`config.mk`:
```
export PLATFORM = sky130hd
export DESIGN_NAME = cpu_io_port
export DESIGN_NICKNAME = d
export VERILOG_FILES = /design/src/rtl/cpu_io_pkg.sv /design/src/rtl/io_fifo.sv /design/src/rtl/cpu_io_port.sv
export SDC_FILE = /design/constraint.sdc
export NUM_CORES = 1
export LEC_CHECK = 0
export BUFFER_PORTS_ARGS = -buffer_cell sky130_fd_sc_hd__buf_2
export CAP_MARGIN = 10
export CORE_MARGIN = 2
export CORE_UTILIZATION = 55
export DETAILED_ROUTE_END_ITERATION = 16
export GPL_TIMING_DRIVEN = 1
export PLACE_DENSITY = 0.88
export SYNTH_ARGS = -nofsm -noshare
export SYNTH_HDL_FRONTEND = slang
export SYNTH_HIERARCHICAL = 1
export SYNTH_SLANG_ARGS = --single-unit
```
`constraint.sdc`:
```
create_clock -name clk -period 3.03 [get_ports clk]
set_input_delay 0.606 -clock clk [delete_from_list [all_inputs] [get_ports clk]]
set_output_delay 0.606 -clock clk [all_outputs]
set_load 0.01 [all_outputs]
```
`src/rtl/cpu_io_pkg.sv`:
```
// ============================================================================
// cpu_io_pkg : register offsets and status bit layout for the CPU I/O window
// Rev 1.0
// ============================================================================
`default_nettype none

package cpu_io_pkg;

  localparam logic [3:0] IO_TXDATA = 4'd0;
  localparam logic [3:0] IO_RXDATA = 4'd1;
  localparam logic [3:0] IO_STATUS = 4'd2;
  localparam logic [3:0] IO_TIMER  = 4'd3;

  localparam int ST_TXFULL  = 0;
  localparam int ST_TXEMPTY = 1;
  localparam int ST_TXOVF   = 2;
  localparam int ST_RXFULL  = 3;

  function automatic logic [7:0] pack_status(input logic rx_full,
                                             input logic tx_ovf,
                                             input logic tx_empty,
                                             input logic tx_full);
    logic [7:0] s;
    s             = 8'h00;
    s[ST_TXFULL]  = tx_full;
    s[ST_TXEMPTY] = tx_empty;
    s[ST_TXOVF]   = tx_ovf;
    s[ST_RXFULL]  = rx_full;
    return s;
  endfunction

endpackage

`default_nettype wire

```
`src/rtl/io_fifo.sv`:
```
// ============================================================================
// io_fifo : synchronous FIFO; a push into a full FIFO is accepted only when a
// pop happens in the same cycle. Rev 1.0
// ============================================================================
`default_nettype none

module io_fifo
  import cpu_io_pkg::*;
#(
  parameter int WIDTH = 8,
  parameter int DEPTH = 4
) (
  input  logic             clk,
  input  logic             rst,
  input  logic             push_i,
  input  logic [WIDTH-1:0] data_i,
  input  logic             pop_i,
  output logic [WIDTH-1:0] head_o,
  output logic             full_o,
  output logic             empty_o,
  output logic             accept_o
);

  localparam int AW = (DEPTH > 1) ? $clog2(DEPTH) : 1;
  localparam int CW = $clog2(DEPTH + 1);
  localparam logic [CW-1:0] FULL_CNT = CW'(DEPTH);

  logic [WIDTH-1:0] mem_q [DEPTH];
  logic [AW-1:0]    rd_ptr_q, rd_ptr_d;
  logic [AW-1:0]    wr_ptr_q, wr_ptr_d;
  logic [CW-1:0]    cnt_q, cnt_d;
  logic             pop_ok;

  // Depth is a power of two, so the pointers wrap by natural overflow.
  always_comb begin
    empty_o  = (cnt_q == '0);
    full_o   = (cnt_q == FULL_CNT);
    pop_ok   = pop_i & ~empty_o;
    accept_o = push_i & (~full_o | pop_ok);
    rd_ptr_d = rd_ptr_q + AW'(pop_ok);
    wr_ptr_d = wr_ptr_q + AW'(accept_o);
    cnt_d    = cnt_q;
    if (accept_o & ~pop_ok) begin
      cnt_d = cnt_q + CW'(1);
    end else if (~accept_o & pop_ok) begin
      cnt_d = cnt_q - CW'(1);
    end
    head_o = empty_o ? '0 : mem_q[rd_ptr_q];
  end

  always_ff @(posedge clk) begin
    if (rst) begin
      rd_ptr_q <= '0;
      wr_ptr_q <= '0;
      cnt_q    <= '0;
    end else begin
      rd_ptr_q <= rd_ptr_d;
      wr_ptr_q <= wr_ptr_d;
      cnt_q    <= cnt_d;
    end
  end

  always_ff @(posedge clk) begin
    if (accept_o) begin
      mem_q[wr_ptr_q] <= data_i;
    end
  end

endmodule

`default_nettype wire

```
`src/rtl/cpu_io_port.sv`:
```
// ============================================================================
// cpu_io_port : 16-byte memory-mapped I/O window (TX FIFO, RX holding
// register, status, free-running timer) answering like synchronous RAM. Rev 1.0
// ============================================================================
`default_nettype none

module cpu_io_port
  import cpu_io_pkg::*;
#(
  parameter logic [7:0] BASE     = 8'hF0,
  parameter int         TX_DEPTH = 4
) (
  input  logic       clk,
  input  logic       rst,
  input  logic [7:0] addr,
  input  logic [7:0] wdata,
  input  logic       rden,
  input  logic       wren,
  output logic [7:0] rdata,
  output logic       hit_q,
  output logic [7:0] tx_data,
  output logic       tx_valid,
  input  logic       tx_ready,
  input  logic [7:0] rx_data,
  input  logic       rx_valid,
  output logic       rx_ready
);

  logic       hit, wr, rd;
  logic [3:0] off;
  logic       tx_push, tx_pop, tx_accept, tx_full, tx_empty;
  logic       ovf_clr, tmr_ld, rx_pop, rx_cap;
  logic [7:0] status;

  logic [7:0] rdata_q, rdata_d;
  logic       hit_d;
  logic       ovf_q, ovf_d;
  logic [7:0] timer_q, timer_d;
  logic       rx_full_q, rx_full_d;
  logic [7:0] rx_byte_q, rx_byte_d;

  // A write wins over a read when both strobes are raised together.
  always_comb begin
    hit     = (addr[7:4] == BASE[7:4]);
    off     = addr[3:0];
    wr      = hit & wren;
    rd      = hit & rden & ~wren;
    tx_push = wr & (off == IO_TXDATA);
    ovf_clr = wr & (off == IO_STATUS);
    tmr_ld  = wr & (off == IO_TIMER);
    rx_pop  = rd & (off == IO_RXDATA) & rx_full_q;
    rx_cap  = rx_valid & ~rx_full_q;
    tx_pop  = ~tx_empty & tx_ready;
  end

  io_fifo #(
    .WIDTH (8),
    .DEPTH (TX_DEPTH)
  ) u_tx_fifo (
    .clk      (clk),
    .rst      (rst),
    .push_i   (tx_push),
    .data_i   (wdata),
    .pop_i    (tx_pop),
    .head_o   (tx_data),
    .full_o   (tx_full),
    .empty_o  (tx_empty),
    .accept_o (tx_accept)
  );

  always_comb begin
    status  = pack_status(rx_full_q, ovf_q, tx_empty, tx_full);
    hit_d   = rd;
    rdata_d = 8'h00;
    if (rd) begin
      case (off)
        IO_RXDATA: rdata_d = rx_full_q ? rx_byte_q : 8'h00;
        IO_STATUS: rdata_d = status;
        IO_TIMER:  rdata_d = timer_q;
        default:   rdata_d = 8'h00;
      endcase
    end

    ovf_d = ovf_q;
    if (tx_push & ~tx_accept) begin
      ovf_d = 1'b1;
    end else if (ovf_clr) begin
      ovf_d = 1'b0;
    end

    timer_d = tmr_ld ? wdata : timer_q + 8'd1;

    rx_full_d = rx_full_q;
    rx_byte_d = rx_byte_q;
    if (rx_pop) begin
      rx_full_d = 1'b0;
    end else if (rx_cap) begin
      rx_full_d = 1'b1;
      rx_byte_d = rx_data;
    end
  end

  always_ff @(posedge clk) begin
    if (rst) begin
      rdata_q   <= 8'h00;
      hit_q     <= 1'b0;
      ovf_q     <= 1'b0;
      timer_q   <= 8'h00;
      rx_full_q <= 1'b0;
      rx_byte_q <= 8'h00;
    end else begin
      rdata_q   <= rdata_d;
      hit_q     <= hit_d;
      ovf_q     <= ovf_d;
      timer_q   <= timer_d;
      rx_full_q <= rx_full_d;
      rx_byte_q <= rx_byte_d;
    end
  end

  assign rdata    = rdata_q;
  assign tx_valid = ~tx_empty;
  assign rx_ready = ~rx_full_q;

endmodule

`default_nettype wire

```
After elaboration in Yosys (flattened, before gate mapping)
Memories as Yosys holds them, arrays and structs flattened. A register that Yosys moved wholly into a read port is not among the register bits.
Cells that the tools add are included.
- RAM bits: 32
- word-level logic and storage cells: 62
- output and inout bits: 19
- register bits after elaboration: 34
- input bits: 30
- memories kept: 1
- $add $sub $neg: 5
- multiplexer cells: 11
- bitwise operators: 24
- reductions and logical operators: 7
- equal/unequal tests: 5
- memory list (memory ; words ; bits a word ; read ports ; clocked after Yosys merged registers in ; wr ports ; RTL line ; source):
    u_tx_fifo.mem_q ; 4 ; 8 ; 1 ; 1 ; 1 ; io_fifo.sv:28 ; logic [WIDTH-1:0] mem_q [DEPTH];
- operators with widths (operator ; count):
    $mux W8 ; 3
    $pmux W8 S3 ; 1
    $and A1 B1 Y1 ; 15
    $add A8 B1 Y8 const B ; 1
    $eq A4 B2 Y1 const B ; 2
    $not A1 Y1 ; 8
    $mux W3 ; 2
    $add A2 B1 Y2 ; 2
    $eq A4 B1 Y1 const B ; 1
    $eq A4 B4 Y1 const B ; 1
    $logic_not A4 Y1 ; 1
    $mux W1 ; 4
    $reduce_bool A2 Y1 ; 2
    $reduce_or A2 Y1 ; 2
    $add A3 B1 Y3 const B ; 1
    $eq A3 B3 Y1 const B ; 1
    $logic_not A3 Y1 ; 1
    $sub A3 B1 Y3 const B ; 1
    $mux W2 ; 1
    $reduce_and A2 Y1 ; 1
    $or A1 B1 Y1 ; 1

Longest topological paths before layout
Gate-level depths: netlist of run 1.
- word-level depth: 10
- depth in mapped cells: 12
- mapped depth without buffers: 11

Cells and area by module
Netlist of run 1, hierarchy kept.
- by module, submodules not included (module ; area an instance (um2) ; sequential area each (um2) ; cells each ; times used):
    io_fifo ; 1585.3 ; 1101.1 ; 88 ; 1
    cpu_io_port ; 1282.5 ; 540.5 ; 135 ; 1

Least setup slack after synthesis of run 1
No wires, ideal clock.
- kind: input-to-reg
- start point: in addr[0]
- end point: reg u_tx_fifo.cnt_q[2]
- arrival time: 2.621 ns
- path buffers: 1
- stages on the path: 12
- slack: 0.340 ns
- path through: buf_4 nor3_1 nand3_1 nor2_1 o41ai_4 inv_1 ha_1 inv_1 fa_1 xor2_1 or3_1 a21oi_1
- word-level cells in the longest chain between the ends: 6
- RTL lines (what ; RTL line ; source):
    from (decl) ; cpu_io_port.sv:15 ; input logic [7:0] addr,
    $logic_not A4 Y1 (*) ; cpu_io_port.sv:48 ; tx_push = wr & (off == IO_TXDATA);
    $and A1 B1 Y1 (*) ; cpu_io_port.sv:48 ;
    net tx_push ; cpu_io_port.sv:31 ; logic tx_push, tx_pop, tx_accept, tx_full, tx_empty;
    $and A1 B1 Y1 (*) ; io_fifo.sv:39 ; accept_o = push_i & (~full_o | pop_ok);
    net tx_accept ; cpu_io_port.sv:31 ;
    $not A1 Y1 ; io_fifo.sv:45 ; end else if (~accept_o & pop_ok) begin
    $and A1 B1 Y1 ; io_fifo.sv:45 ;
    $reduce_bool A2 Y1 (no line) ; -- ;
    to (signal assigned) ; io_fifo.sv:59 ; cnt_q <= cnt_d;
    to (decl) ; io_fifo.sv:31 ; logic [CW-1:0] cnt_q, cnt_d;
The timed path passes the listed nets; every way through them passes the cells marked *.
A chain may end at the register's enable or synchronous reset.

Final worst setup path of run 1
- start point: in addr[3]
- end point: reg u_tx_fifo.cnt_q[2]
The elaborated chain is that of the path after synthesis.

==> results of run 1 <==
-- layout by cell type, fill, tap and decap left out, types with 4 or more instances in the layout --
cell type	count
sky130_fd_sc_hd__mux2i_1	9
sky130_fd_sc_hd__o21ai_0	5
sky130_fd_sc_hd__inv_1	11
sky130_fd_sc_hd__a311oi_1	5
sky130_fd_sc_hd__a32oi_1	7
sky130_fd_sc_hd__nor2b_1	13
sky130_fd_sc_hd__ha_1	4
sky130_fd_sc_hd__buf_2	48
sky130_fd_sc_hd__nor4_1	7
sky130_fd_sc_hd__nor2_1	17
sky130_fd_sc_hd__nor3_1	10
sky130_fd_sc_hd__edfxtp_1	32
sky130_fd_sc_hd__or3_1	4
sky130_fd_sc_hd__buf_4	6
sky130_fd_sc_hd__mux4_2	8
sky130_fd_sc_hd__dfxtp_1	34
sky130_fd_sc_hd__clkbuf_8	9
sky130_fd_sc_hd__xor2_1	4
sky130_fd_sc_hd__nand3_1	6
sky130_fd_sc_hd__a211oi_1	5
-- routing by layer --
metal  part of all wire [%]  track usage, %
met1                     42            27.3
met2                     49            34.5
met3                    5.7            6.40
met4                    4.1            13.6
met5                      0               0
-- cells by family (layout without fill, tap and decap cells) --
group | count (synthesis) | count (layout) | synth area share (%)
AOI/OAI and AO/OA | 28 | 28 | 7.90
xor gates and xnor gates | 7 | 7 | 2.14
adders and majority gates | 5 | 5 | 2.44
buffers and inverters | 22 | 81 | 3.53
DFF | 66 | 66 | 57.2
muxes | 20 | 20 | 10.6
and+or+nand+nor | 75 | 75 | 16.1
-- tightest hold or removal path: cells and delay by family, from the launching register on --
family        cells  cell delay [ps]
flops             1              330
mux               1               70
simple gates      1               70
-- report_power, final --
part | switching, mW | internal, mW
logic | 0.0506 | 0.0373
registers | 0.0133 | 0.944
clock network | 0.355 | 0.470
-- synthesized netlist by cell type, drive strengths merged (4+ instances only) --
cell | n | share of area, %
mux4 | 8 | 6.3
nand4 | 4 | 1.3
nor4 | 7 | 1.5
a311oi | 5 | 1.5
o21ai | 6 | 1.0
xor2 | 4 | 1.2
nor3 | 11 | 2.1
mux2i | 9 | 3.1
edfxtp | 32 | 34
buf | 9 | 1.8
dfxtp | 34 | 24
nand3 | 7 | 1.4
nor2 | 17 | 2.2
ha | 4 | 1.7
nor2b | 13 | 2.8
or3 | 4 | 0.87
a211oi | 5 | 1.3
inv | 11 | 1.4
a32oi | 7 | 2.1
-- path summary, 6_finish.rpt --
kind | from | to | slack [ps] | cells past startpoint
worst max-delay path | addr[3] | u_tx_fifo/cnt_q[2] | 390 | 12
worst min-delay path | rx_byte_q[5] | rx_byte_q[5] | 500 | 2
worst max register to register | u_tx_fifo/cnt_q[0] | u_tx_fifo/cnt_q[2] | 610 | 10
worst min register to register | rx_byte_q[5] | rx_byte_q[5] | 500 | 2
-- state kept, by name (all words and copies together) (netlist names) --
register / flops
rdata: 8
rx_full_q: 1
u_tx_fifo/rd_ptr_q: 2
timer_q: 8
ovf_q: 1
rx_byte_q: 8
u_tx_fifo/mem_q: 32
u_tx_fifo/cnt_q: 3
u_tx_fifo/wr_ptr_q: 2
hit_q: 1
-- area by class of cell --
type	count	area, µm²
Clock buffer	9	124
Clock inverter	7	101
Fill cell	377	1670
Inverter	11	41.3
Multi-Input combinational cell	135	1120
Sequential cell	66	1640
Tap cell	70	87.6
Timing Repair Buffer	54	285
==> impl_metrics.ini, run 1 <==
[power_and_ir_drop]
worst_ir_drop_vdd_uv = 462
leakage_nw = 1.28
power_mw = 1.87
powerDensity_nw_per_um2 = 549

[timing]
totalNegativeSetupSlack_ps = 0
finalCritPeriodShare_pct = 87.1
report.final.slew_viol_count = 0
hold_violations = 0
unrepaired_setup_endpoints_after_global_routing = no
post-route-worst-setup-slack_ps = 392
timing.slew.headroom_pct = 40.5
worst_hold_slack_ps = 501
finalWorstPathRequiredPeriod_ps = 2640
worstMarginPinSlew_ps = 891
fin_skew_ps = 8.36
max_clock_freq_mhz = 379
setup_viol = 0

[critical_path]
critical-path-max-stage-delay_ps = 370
critical_path_fanouts_max = 6
cp.arrival_ps = 2910
cp_slowest_cell = sky130_fd_sc_hd__fa_1
cp_common_cell = sky130_fd_sc_hd__inv_1
worst-path-buf-inv = 3
worst-endpoint-required_ps = 3300
cp-start-kind = input pin
cp-end-kind = register
worst-setup-path-type = in -> reg
cp_top_family = simple AND/OR/NAND/NOR gates
critical_path.cell_chain = buf_2 > nor3_1 > nand3_1 > nor2_1 > o41ai_4 > inv_1 > ha_1 > inv_1 > fa_1 > xor2_1 > or3_1 > a21oi_1

[routing]
route.vias.total = 2058
viasPerCell = 5.85
drt_pass1_iterations = 4
initialDrtViolationCount = 159
routed_wire_length_per_instance_um = 17.2
final_antenna_net_count = 0
routed_wirelength_um = 6060
drc = 0

[place]
port_buffers = 48
placed_area_um2 = 3180
pre_cts_ws_ps = 42.6
routabilityCongestion = 0.854
dpl.cell_count = 336
hpwlAfterDp_um = 4160

[finish]
design.final.nets = 312
fraction_of_layout_instances_using_a_drive_strength_above_1_pct = 31.2
finalInstanceArea_um2 = 3410
antenna-diode-count = 0
fin_cells = 352
utilization_pct = 67.1
area_growth_pct = 18.8

[clock_tree]
clkSlewWorstSetupHoldPaths_ps = 80
clk_latency_ps = 340
cts_htree_levels = 3
cts_inserted_buffers = 9
cts_root_buf = sky130_fd_sc_hd__clkbuf_8
number_of_hold_buffers_added_after_cts = 0
cts_setup_buffers = 0
cts_num_sinks = 66
cts.path.max_buffers = 2
tritoncts = done
ctsResizeCount = 0

[synthesis]
synth_seq_area_share_pct = 57.2
number_of_enable_type_register_cells_in_the_synthesized_netlist = 32
yosys_most_used_dff = sky130_fd_sc_hd__dfxtp_1
synthesis.instances = 223
synth-async-reset-ratio_pct = 0
synth-warning-count = 6
syn-cell-area_um2 = 2870
synth-seq-cells = 66
synth_area_per_cell_um2 = 12.9
post_synth_num_cell_types = 43
synth_fp_nets = 258

[run]
cap_violations = 0

[grt]
grt_pass1_vias = 2042
grt_usage_pct = 22.2
grt_overflow = 0
grt_antenna_before_repair = 0
grt_pass1_wl_um = 9740
grt_max_degree = 27

[die]
num_io_pins = 49
fp.dieW_um = 76.2
placeableCoreArea_um2 = 5070
floorplan.initialDensity_pct = 56.5
die-height_um = 76.2
die-area_um2 = 5810
floorplan.rows = 26

[run_status]
outcome = finished, final reports clean

[worst_hold_path]
hp-class = reg -> reg
No activity file was read; power rests on OpenSTA's default activity.
==> run 2, diff against run 1 <==
- clock period: 3.03 -> 2.6 ns (I/O delays scaled with it)
==> run 2 against run 1 <==
Net effect: via count down 1.6%; utilization grew 0.074 points; worst hold slack got worse by 83 ps; critical path depth shrank 2; sequential power rose by 17%; combinational power rose by 23%; cell count grew 2.0%; first-iteration DRC count down 25%; total power is 4.5% higher; sequential cell count unchanged; clock-buffer cell count increased by 1; highest routed layer unchanged.
==> impl_metrics.ini, run 2 (synthesis gave the netlist of run 1 again) <==
[place]
dpl.cell_count = 343
placed_area_um2 = 3240
routabilityCongestion = 0.823
port_buffers = 48
hpwlAfterDp_um = 4140
pre_cts_ws_ps = 3.80

[clock_tree]
cts_num_sinks = 66
cts_inserted_buffers = 9
tritoncts = done
number_of_hold_buffers_added_after_cts = 0
cts_htree_levels = 3
clkSlewWorstSetupHoldPaths_ps = 70
ctsResizeCount = 0
clk_latency_ps = 340
cts_setup_buffers = 0
cts_root_buf = sky130_fd_sc_hd__clkbuf_8
cts.path.max_buffers = 2

[grt]
grt_max_degree = 27
grt_antenna_before_repair = 0
grt_overflow = 0
grt_pass1_vias = 1996
grt_usage_pct = 21.7
grt_pass1_wl_um = 9750

[timing]
max_clock_freq_mhz = 407
finalCritPeriodShare_pct = 94.5
unrepaired_setup_endpoints_after_global_routing = no
post-route-worst-setup-slack_ps = 143
totalNegativeSetupSlack_ps = 0
fin_skew_ps = 6.64
setup_viol = 0
report.final.slew_viol_count = 0
timing.slew.headroom_pct = 61.0
finalWorstPathRequiredPeriod_ps = 2460
worstMarginPinSlew_ps = 584
hold_violations = 0

[critical_path]
worst-setup-path-type = reg -> reg
critical-path-max-stage-delay_ps = 510
worst-endpoint-required_ps = 2860
cell_depth_of_the_worst_flop_to_flop_path = 10
critical_path_fanouts_max = 5
cp_slowest_cell = sky130_fd_sc_hd__dfxtp_1
cp-end-kind = register
critical_path.cell_chain = nor3_2 > nor2b_1 > o41ai_4 > inv_1 > ha_1 > inv_1 > fa_1 > xor2_1 > or3_1 > a21oi_1
cp_common_cell = sky130_fd_sc_hd__inv_1
cp-start-kind = register
cp.arrival_ps = 2720

[routing]
final_antenna_net_count = 0
routed_wirelength_um = 5890
routed_wire_length_per_instance_um = 16.4
drt_pass1_iterations = 5
viasPerCell = 5.64
initialDrtViolationCount = 120
route.vias.total = 2025
drc = 0

[finish]
fin_cells = 359
design.final.nets = 319
antenna-diode-count = 0
final_common_cell = sky130_fd_sc_hd__buf_2
largest_register = u_tx_fifo/mem_q
fraction_of_layout_instances_using_a_drive_strength_above_1_pct = 32.9
area_growth_pct = 18.9
finalInstanceArea_um2 = 3410
max_reg_flops = 32
layout.cells.most_common_list = sky130_fd_sc_hd__buf_2, sky130_fd_sc_hd__dfxtp_1, sky130_fd_sc_hd__edfxtp_1, sky130_fd_sc_hd__nor2_1

[worst_hold_path]
hp-class = in -> reg
hold_path_depth = 3

[power_and_ir_drop]
worst_ir_drop_vdd_uv = 373
powerDensity_nw_per_um2 = 573
leakage_nw = 1.29

[die]
placeableCoreArea_um2 = 5070
floorplan.initialDensity_pct = 56.5
fp.dieW_um = 76.2
num_io_pins = 49
floorplan.rows = 26
die-height_um = 76.2
die-area_um2 = 5810

[run_status]
outcome = finished, final reports clean

[run]
cap_violations = 0
## run 2: critical path, delay by kind of cell (launching register included)
family,cells,cell delay (ps)
fa+ha+maj,2,590
buf+inv,2,170
simple gates,3,700
flops,1,510
xor+xnor,1,170
compound gates,2,250
## run 2: final timing paths
kind,from,endpoint,slack [ps]
setup reg to reg,u_tx_fifo/cnt_q[0],u_tx_fifo/cnt_q[2],140
hold reg to reg,rx_byte_q[3],rx_byte_q[3],500
setup / recovery,u_tx_fifo/cnt_q[0],u_tx_fifo/cnt_q[2],140
hold / removal,rx_data[4],rx_byte_q[4],420
## run 2: final cells by class
type | count | area, µm²
clock inverters | 6 | 43.8
flip-flops and latches | 66 | 1640
repair buffers | 61 | 338
clock buffers | 10 | 128
inverters | 11 | 41.3
fillers | 369 | 1670
multi-input cells | 135 | 1130
well taps | 70 | 87.6
## run 2: metrics by stage
stage	total power [mW]	hold slack, ps	util, %
after floorplan	1.19	453	-
after global placement	1.24	468	63.8
after detailed placement	1.25	482	63.8
after CTS	1.97	408	67.2
after global routing	2.03	421	67.2
final	1.95	418	67.2
## run 2: metal layers
layer	up-vias	routed length [µm]	part of all wire, %	track usage [%]
met4	0	62	1.1	8.36
li1	972	-	-	-
met3	6	330	5.6	6.52
met5	-	0	0	0
met2	56	3080	52	37.7
met1	991	2410	41	25.3
## run 2: report_power, final
part           switching [mW]  total [mW]  internal [mW]
combinational          0.0593       0.108         0.0483
clock                   0.385       0.730          0.345
sequential             0.0155        1.12           1.10
total                   0.460        1.95           1.49
==> run 3, diff against run 2 <==
- BUFFER_PORTS_ARGS: -buffer_cell sky130_fd_sc_hd__buf_2 -> -buffer_cell sky130_fd_sc_hd__clkbuf_2
==> run 3 against run 2 <==
Net effect: fmax rose by 2.5%; register-to-register slack improved by 97 ps; cell count rose by 0.56%; critical path type is now reg -> out; critical endpoint is now tx_data[6]; largest cell class unchanged.
==> impl_metrics.ini, run 3 (synthesis gave the netlist of run 1 again) <==
[run_status]
outcome = finished, final reports clean

[routing]
drt_pass1_iterations = 4
routed_wire_length_per_instance_um = 16.5
viasPerCell = 5.65
final_antenna_net_count = 0
initialDrtViolationCount = 156
drc = 0
route.vias.total = 2039
routed_wirelength_um = 5950

[clock_tree]
cts_htree_levels = 3
ctsResizeCount = 0
cts_setup_buffers = 0
cts_inserted_buffers = 9
clkSlewWorstSetupHoldPaths_ps = 70
cts_num_sinks = 66
cts.path.max_buffers = 2
tritoncts = done
number_of_hold_buffers_added_after_cts = 0
clk_latency_ps = 340
cts_root_buf = sky130_fd_sc_hd__clkbuf_8

[finish]
filler_cell_count = 363
fraction_of_layout_instances_using_a_drive_strength_above_1_pct = 33.0
layout.cells.most_common_list = sky130_fd_sc_hd__clkbuf_2, sky130_fd_sc_hd__dfxtp_1, sky130_fd_sc_hd__edfxtp_1, sky130_fd_sc_hd__nor2_1, sky130_fd_sc_hd__buf_4
max_reg_flops = 32
final_common_cell = sky130_fd_sc_hd__clkbuf_2
design.final.nets = 321
largest_register = u_tx_fifo/mem_q
area_growth_pct = 21.4
antenna-diode-count = 0

[grt]
grt_overflow = 0
grt_pass1_wl_um = 9840
grt_pass1_vias = 2007
grt_usage_pct = 22.2
grt_antenna_before_repair = 0
grt_max_degree = 26

[place]
hpwlAfterDp_um = 4040
port_buffers = 48
routabilityCongestion = 0.833

[die]
placeableCoreArea_um2 = 5070
num_io_pins = 49
fp.dieW_um = 76.2
die-height_um = 76.2
floorplan.initialDensity_pct = 56.5
floorplan.rows = 26
die-area_um2 = 5810

[critical_path]
reg_to_reg_critical_path_startpoint = u_tx_fifo/cnt_q[0]
critical_path_fanouts_max = 9
critical_path.cell_chain = mux4_2 > nor2b_1 > clkbuf_2
cp-start-kind = register
critical-path-max-stage-delay_ps = 690
critPathLaunch = u_tx_fifo/rd_ptr_q[0]
cp.arrival_ps = 1880
worst-setup-path-type = reg -> out
worst-endpoint-required_ps = 2080
cp_slowest_cell = sky130_fd_sc_hd__dfxtp_1
cp-end-kind = output pin

[timing]
totalNegativeSetupSlack_ps = 0
finalWorstPathRequiredPeriod_ps = 2400
worstMarginPinSlew_ps = 578
unrepaired_setup_endpoints_after_global_routing = no
fin_skew_ps = 8.00
hold_violations = 0
max_clock_freq_mhz = 417
finalCritPeriodShare_pct = 92.2
timing.slew.headroom_pct = 61.4
setup_viol = 0
report.final.slew_viol_count = 0

[run]
cap_violations = 0

[worst_hold_path]
hold_path.startpoint = rx_data[6]
hp-class = in -> reg

[power_and_ir_drop]
power_mw = 2.20
leakage_nw = 1.32
powerDensity_nw_per_um2 = 631
worst_ir_drop_vdd_uv = 528
[run 3: stage by stage]
step / setup slack, ps / hold WS [ps] / cell area (µm²) / utilization (%) / instances
2_1_floorplan: 82.9 / 453 / 2870 / - / 223
3_3_place_gp: 97.3 / 471 / 3250 / 64.1 / 345
3_5_place_dp: 19.7 / 480 / 3250 / 64.1 / 345
4_1_cts: 151 / 400 / 3480 / 68.6 / 361
5_1_grt: 56.6 / 422 / 3480 / 68.6 / 361
6_report: 203 / 408 / 3480 / 68.6 / 361
[run 3: layout make-up]
cell class	count	area [µm²]	area share (%)
multi-input combinational	135	1130	32.4
clock inverter	4	72.6	2.08
timing repair buffer	63	353	10.1
sequential	66	1640	47.1
tap	70	87.6	2.52
inverter	11	41.3	1.19
clock buffer	12	156	4.49
[run 3: worst paths after layout]
check | to | slack (ps) | cells past startpoint
hold reg to reg | rx_byte_q[4] | 510 | 2
setup reg to reg | u_tx_fifo/cnt_q[2] | 240 | 10
setup / recovery | tx_data[6] | 200 | 3
hold / removal | rx_byte_q[6] | 410 | 3
[run 3: worst max-delay path: cells and delay by family, from the launching register on]
kind / cells / cell delay (ps)
buf+inv: 1 / 120
flops: 1 / 690
mux: 1 / 580
simple gates: 1 / 140
[run 3: where the power goes]
part / internal (mW) / switching (mW)
clock: 0.597 / 0.369
sequential: 1.10 / 0.0162
combinational: 0.0505 / 0.0621
[run 3: per-layer routing]
metal / up-vias / GRT usage (%) / wire (µm) / part of all wire [%]
li1: 981 / - / - / -
met2: 68 / 38.3 / 3110 / 52
met5: - / 0 / 0 / 0
met3: 14 / 4.98 / 269 / 4.5
met1: 976 / 26.4 / 2440 / 41
met4: 0 / 10.2 / 132 / 2.2
